$ cat config.mk
export PLATFORM = sky130hd
export DESIGN_NAME = cfg_bus_arb
export DESIGN_NICKNAME = d
export VERILOG_FILES = /design/src/rtl/cfg_bus_arb.sv
export SDC_FILE = /design/constraint.sdc
export NUM_CORES = 1
export LEC_CHECK = 0
export ABC_AREA = 1
export CAP_MARGIN = 20
export CORE_UTILIZATION = 43
export CTS_CLUSTER_SIZE = 25
export DETAILED_ROUTE_END_ITERATION = 12
export HOLD_SLACK_MARGIN = 0.08
export PLACE_DENSITY = 0.95
export REMOVE_ABC_BUFFERS = 1
export SLEW_MARGIN = 30
export SYNTH_ARGS = -nofsm -noshare
export SYNTH_HDL_FRONTEND = slang
export SYNTH_SLANG_ARGS = --single-unit
$ cat constraint.sdc
create_clock -name clk -period 2.8 [get_ports clk]
set_input_delay 0.56 -clock clk [delete_from_list [all_inputs] [get_ports clk]]
set_output_delay 0.56 -clock clk [all_outputs]
set_load 0.03 [all_outputs]
$ cat src/rtl/cfg_bus_arb.sv
// Two-requester round-robin arbiter onto a single downstream config bus.
// Define CFG_BUS_ARB_TIMEOUT_EN to abort stalled transactions after TIMEOUT_CYCLES.
module cfg_bus_arb #(
   parameter int unsigned TIMEOUT_CYCLES = 1024
) (
   input  logic        clk,
   input  logic        rst,
   input  logic [31:0] m0_addr,
   input  logic [31:0] m1_addr,
   input  logic [31:0] m0_wdata,
   input  logic [31:0] m1_wdata,
   input  logic        m0_wr,
   input  logic        m1_wr,
   input  logic        m0_rd,
   input  logic        m1_rd,
   output logic        m0_ack,
   output logic        m1_ack,
   output logic [31:0] m0_rdata,
   output logic [31:0] m1_rdata,
   output logic [31:0] s_addr,
   output logic [31:0] s_wdata,
   output logic        s_wr,
   output logic        s_rd,
   input  logic        s_ack,
   input  logic [31:0] s_rdata,
   output logic        grant_id,
   output logic        busy,
   output logic        err_timeout
);

   typedef enum logic [1:0] {IDLE, ISSUE, WAIT, RELEASE} state_t;

   state_t      state_q, state_d;
   logic        rr_q, rr_d;
   logic        grant_q, grant_d;
   logic        op_wr_q, op_wr_d;
   logic [31:0] s_addr_q, s_addr_d;
   logic [31:0] s_wdata_q, s_wdata_d;
   logic        s_wr_q, s_wr_d;
   logic        s_rd_q, s_rd_d;
   logic        m0_ack_q, m0_ack_d;
   logic        m1_ack_q, m1_ack_d;
   logic [31:0] m0_rdata_q, m0_rdata_d;
   logic [31:0] m1_rdata_q, m1_rdata_d;
   logic        busy_q, busy_d;
   logic        err_q, err_d;

   logic        req0, req1;
   logic        pick;
   logic        done;
   logic [31:0] cpl_data;
   logic        to_hit;

   assign req0 = m0_wr | m0_rd;
   assign req1 = m1_wr | m1_rd;

`ifdef CFG_BUS_ARB_TIMEOUT_EN
   localparam logic [15:0] TO_LAST = 16'(TIMEOUT_CYCLES - 1);
   logic [15:0] cnt_q, cnt_d;

   assign to_hit = (cnt_q == TO_LAST);

   // Counter is zero on the first ISSUE cycle and advances once per ISSUE/WAIT cycle.
   always_comb begin
      cnt_d = cnt_q;
      if (state_q == IDLE) begin
         cnt_d = '0;
      end else if (state_q == ISSUE || state_q == WAIT) begin
         cnt_d = cnt_q + 16'd1;
      end
   end

   always_ff @(posedge clk) begin
      if (rst) begin
         cnt_q <= '0;
      end else begin
         cnt_q <= cnt_d;
      end
   end
`else
   logic unused_cfg;
   assign to_hit     = 1'b0;
   assign unused_cfg = ^TIMEOUT_CYCLES;
`endif

   always_comb begin
      state_d    = state_q;
      rr_d       = rr_q;
      grant_d    = grant_q;
      op_wr_d    = op_wr_q;
      s_addr_d   = s_addr_q;
      s_wdata_d  = s_wdata_q;
      s_wr_d     = s_wr_q;
      s_rd_d     = s_rd_q;
      m0_rdata_d = m0_rdata_q;
      m1_rdata_d = m1_rdata_q;
      m0_ack_d   = 1'b0;
      m1_ack_d   = 1'b0;
      err_d      = 1'b0;
      pick       = 1'b0;
      done       = 1'b0;
      cpl_data   = '0;

      case (state_q)
         IDLE: begin
            if (req0 || req1) begin
               // Contention goes to the pointer; a lone requester wins outright.
               pick      = (req0 && req1) ? rr_q : req1;
               grant_d   = pick;
               s_addr_d  = pick ? m1_addr  : m0_addr;
               s_wdata_d = pick ? m1_wdata : m0_wdata;
               op_wr_d   = pick ? m1_wr    : m0_wr;
               s_wr_d    = op_wr_d;
               s_rd_d    = ~op_wr_d;
               state_d   = ISSUE;
            end
         end
         ISSUE, WAIT: begin
            if (s_ack || to_hit) begin
               done = 1'b1;
            end else begin
               state_d = WAIT;
            end
         end
         RELEASE: state_d = IDLE;
         default: state_d = IDLE;
      endcase

      if (done) begin
         cpl_data = !s_ack ? 32'hDEAD_BEEF : (op_wr_q ? 32'h0 : s_rdata);
         state_d  = RELEASE;
         s_wr_d   = 1'b0;
         s_rd_d   = 1'b0;
         rr_d     = ~grant_q;
         err_d    = ~s_ack;
         if (grant_q) begin
            m1_ack_d   = 1'b1;
            m1_rdata_d = cpl_data;
         end else begin
            m0_ack_d   = 1'b1;
            m0_rdata_d = cpl_data;
         end
      end

      busy_d = (state_d != IDLE);
   end

   always_ff @(posedge clk) begin
      if (rst) begin
         state_q    <= IDLE;
         rr_q       <= 1'b0;
         grant_q    <= 1'b0;
         op_wr_q    <= 1'b0;
         s_addr_q   <= '0;
         s_wdata_q  <= '0;
         s_wr_q     <= 1'b0;
         s_rd_q     <= 1'b0;
         m0_ack_q   <= 1'b0;
         m1_ack_q   <= 1'b0;
         m0_rdata_q <= '0;
         m1_rdata_q <= '0;
         busy_q     <= 1'b0;
         err_q      <= 1'b0;
      end else begin
         state_q    <= state_d;
         rr_q       <= rr_d;
         grant_q    <= grant_d;
         op_wr_q    <= op_wr_d;
         s_addr_q   <= s_addr_d;
         s_wdata_q  <= s_wdata_d;
         s_wr_q     <= s_wr_d;
         s_rd_q     <= s_rd_d;
         m0_ack_q   <= m0_ack_d;
         m1_ack_q   <= m1_ack_d;
         m0_rdata_q <= m0_rdata_d;
         m1_rdata_q <= m1_rdata_d;
         busy_q     <= busy_d;
         err_q      <= err_d;
      end
   end

   assign m0_ack      = m0_ack_q;
   assign m1_ack      = m1_ack_q;
   assign m0_rdata    = m0_rdata_q;
   assign m1_rdata    = m1_rdata_q;
   assign s_addr      = s_addr_q;
   assign s_wdata     = s_wdata_q;
   assign s_wr        = s_wr_q;
   assign s_rd        = s_rd_q;
   assign grant_id    = grant_q;
   assign busy        = busy_q;
   assign err_timeout = err_q;

endmodule

Yosys cells after proc, flatten, opt, wreduce, memory -nomap -nowiden. Cells that the tools add are included. W data, S select, Z words.

Register bits: 139. Word-level logic and storage cells: 47.

Equal/unequal tests: 3. Multiplexer cells: 14. Bitwise logic cells: 6. Reduce and logical (&&, ||, !) cells: 10.

Operator list (number): $mux W32 (4); $mux W1 (6); $mux W2 (3); $pmux W2 S3 (1); $reduce_and A2 Y1 (3); $reduce_or A2 Y1 (3); $eq A2 B2 Y1 const B (2); $not A1 Y1 (4); $eq A2 B1 Y1 const B (1); $logic_not A2 Y1 (1); $or A1 B1 Y1 (2); $reduce_bool A2 Y1 (1); $logic_and A1 B1 Y1 (1); $logic_or A1 B1 Y1 (1).

Logic depth before layout (Yosys ltp).
Depth in word-level cells: 6. Mapped depth: 10.

Least setup slack after synthesis. OpenSTA, ideal clock, no wires.

Path type: register to register. Start: reg state_q[0]. End: reg m1_rdata_q[10] (netlist: m1_rdata[10]). Setup time: 0.120 ns. Arrival: 1.322 ns. Data required time: 2.680 ns. Slack: 1.358 ns. Cell stages (with the launch flop): 10. Buffers on the path: 1. Clock period less this slack: 1.442 ns. Cell sequence: dfxtp_1 > inv_1 > ha_1 > nand2_1 > inv_2 > nand2_1 > inv_2 > buf_2 > o21ai_0 > a21oi_1.

Cells in the longest elaborated chain, start to end: 4. Elaborated cells on any way between the ends: 5. Those cells by class: 2 x eq/ne; 1 x mux; 2 x reduce/logical.

RTL lines: start, declared (RTL line 33) `state_t state_q, state_d;`; start signal, assigned (RTL line 165) `state_q <= state_d;`; $eq A2 B1 Y1 or $eq A2 B2 Y1 (tied branches) (RTL line 104) `case (state_q)`; $reduce_or A2 Y1 * (RTL line 104); $mux W1 * (RTL line 104); $reduce_and A2 Y1 (no source line) *; end signal, assigned (RTL line 176) `m1_rdata_q <= m1_rdata_d;`; end, declared (RTL line 44) `logic [31:0] m1_rdata_q, m1_rdata_d;`.

Mark *: on every way between the ends. The rest lies on a longest branch, timed or not. A chain may end at the register's enable or synchronous reset.

Worst setup path after layout.
Start: reg grant_q (netlist: grant_id). End: out grant_id.

RTL lines: start, declared (RTL line 35) `logic grant_q, grant_d;`; start signal, assigned (RTL line 167) `grant_q <= grant_d;`; end, declared (RTL line 26) `output logic grant_id,`.

No word-level cell between the ends.

==> flow_metrics.py <==
metrics = {
    "outcome": {
        "status": "finished clean",
    },
    "synthesis": {
        "syn-cell-area_mm2": 0.005934,
        "yosysWarnings": 0,
        "avgSynthCellArea_um2": 6.736,
        "ys_types": 22,
        "synth_seq_area_share": 0.4689,
        "syn-instance-count": 881,
        "ys_ff_latch": 139,
    },
    "timing": {
        "worstMarginPinSlew_ps": 551.6,
        "drv_slew": 0,
        "period_minus_slack_ps": 2119,
        "finalHoldViolCount": 0,
        "fmax_mhz": 472.0,
        "fin_crit_sh": 0.7567,
        "whs_ps": 477.7,
        "rsz0062_at_grt": "no",
        "setup_viol": 0,
        "max-slew-margin-rel": 0.6317,
        "fin_worst_skew_ps": 7.415,
    },
    "layout": {
        "final_cell_mix": "clkdlybuf4s50_1 (300), nand2_1 (225), nor2_1 (185)",
        "final_cell_area_mm2": 0.009628,
        "nNetsFinal": 1325,
        "n_antenna_cell": 0,
        "layout-drive-gt1-share": 0.04363,
        "syn2layout_area_growth_pct": 62.24,
        "final_common_cell": "clkdlybuf4s50_1",
    },
    "route": {
        "viasPerCell": 4.874,
        "vias": 6556,
        "firstDrtPassIters": 5,
        "wl_um": 18700,
        "antenna_left": 0,
        "drc": 0,
        "wl_per_cell_um": 13.90,
        "drt-initial-drc-count": 447,
    },
    "worst_hold_path": {
        "hold_class": "reg -> reg",
        "holdPathStages": 2,
    },
    "power": {
        "power_density_mw_per_mm2": 934.3,
        "vdd_ir_drop_max_uv": 454.9,
        "leakage_nw": 4.509,
    },
    "global_route": {
        "antenna_found_initial": 0,
        "grt_overflow": 0,
        "grt_pass1_wl_um": 29860,
        "grt_max_degree": 66,
        "grtUsageTotal": 0.2648,
        "grt_pass1_vias": 6186,
    },
    "worst_setup_path": {
        "crit_path_max_incr_delay_ps": 740,
        "cp_top_family": "buffers and inverters",
        "cp.required_ps": 2240,
        "path_class": "reg -> out",
        "reg2reg_depth": 7,
        "crit_chain": "clkdlybuf4s50_1",
        "cp_slowest_cell": "clkdlybuf4s50_1",
        "crit_buf_inv": 1,
        "r2r_setup_slack_ps": 1030,
        "cp_max_fo": 4,
        "endpoint_kind": "output pin",
        "cp-endpoint": "grant_id",
        "critPathLaunch": "grant_id",
        "r2r_start": "state_q[0]",
        "critPathLaunchType": "register",
        "r2r-end": "m0_rdata[16]",
        "arrival_ps": 1560,
        "cp.depth": 1,
    },
    "die": {
        "rows": 42,
        "fp.dieH_um": 119.5,
        "core_area_mm2": 0.01335,
        "die_w_um": 119.5,
        "die_area_mm2": 0.01427,
        "start_util": 0.4446,
        "num_io_pins": 302,
    },
    "clock_tree": {
        "cts_buffers": 17,
        "cts.hold.buffers_added": 0,
        "ctsHtreeMaxLevel": 4,
        "clk_latency_ps": 410,
        "cts_tree": "yes",
        "clkSlewWorstSetupHoldPaths_ps": 60,
        "root_buffer": "clkbuf_16",
        "clockBufferDepth": 2,
        "cts_setup_buffers": 0,
        "cts_resized": 0,
        "clock-sinks": 139,
    },
    "placement": {
        "numPortBuffers": 301,
        "dp_hpwl_um": 13140,
        "gp_routability_congestion": 0.8293,
        "place_area_mm2": 0.009021,
    },
    "job": {
        "cap_violations": 0,
    },
}
## Yosys cell counts (all sizes together)
library cell | number | area [um2]
a21oi | 49 | 245.2
buf | 37 | 244.0
nand3 | 64 | 320.3
nor2 | 187 | 711.9
dfxtp | 139 | 2783
clkbuf | 19 | 72.56
inv | 88 | 330.3
a211oi | 1 | 7.510
o22ai | 1 | 6.260
conb | 1 | 3.750
nand2 | 227 | 854.6
o21ai | 66 | 330.3
ha | 2 | 25.02
## per-stage QoR
step	total power, mW	setup TNS [ps]	utilization	worst slack, ps	cells
after floorplan	4.989	-4040	-	-63.13	825
after global placement	6.604	0	0.6759	634.8	1313
after detailed placement	6.712	0	0.6759	592.5	1313
after CTS	9.042	0	0.7213	654.4	1345
after global routing	9.498	0	0.7213	623.1	1345
final	8.996	0	0.7213	681.2	1345
## flip-flops by register name, indices dropped and copies added (netlist names)
register     cells
s_rd             1
state_q          2
s_wr             1
m1_rdata        32
grant_id         1
op_wr_q          1
s_addr          32
busy             1
s_wdata         32
m0_rdata        32
err_timeout      1
m1_ack           1
m0_ack           1
rr_q             1
## worst reg2reg max path, cell delays in order, from the launching register on
cell,delay (ps)
dfxtp_1,330
inv_1,60
ha_1,300
nand2_1,130
nor2_4,210
buf_12,250
o21ai_0,150
a21oi_1,240
## kinds of logic after synthesis
family,share of synthesized area
AOI/OAI and AO/OA,0.09931
adders and majority gates,0.004216
buffers and inverters,0.1090
DFF,0.4689
other,0.0006319
and+or+nand+nor,0.3179
## report_power, final
| group | total, mW | leakage [nW] | internal (mW) | switching, mW |
|---|---|---|---|---|
| Clock | 2.29 | 0.294 | 1.43 | 0.865 |
| Sequential | 2.73 | 1.14 | 2.47 | 0.259 |
| Combinational | 3.97 | 3.07 | 1.56 | 2.41 |
| Total | 9.00 | 4.51 | 5.46 | 3.54 |
## per-layer routing
| metal | track usage | wire, um | up-vias |
|---|---|---|---|
| li1 | - | - | 3262 |
| met1 | 0.2925 | 7179 | 2933 |
| met2 | 0.4686 | 9427 | 315 |
| met3 | 0.06849 | 1451 | 46 |
| met4 | 0.1289 | 639 | 0 |
| met5 | 0 | 0 | - |
## worst min-delay path by stage
stage,endpoint,start
after floorplan,rr_q,rr_q
after global placement,s_wr,s_wr
after detailed placement,s_wr,s_wr
after CTS,s_wr,s_wr
after global routing,s_wr,s_wr
final,s_wr,s_wr
## cell type report
type	count	area (um2)
clock buffers	19	442.9
clock inverters	13	163.9
fillers	957	3720
inverters	88	332.8
multi-input cells	598	2507
flip-flops and latches	139	2783
well taps	176	220.2
repair buffers	312	3178
Note: power is estimated with default switching activity, not from simulation.
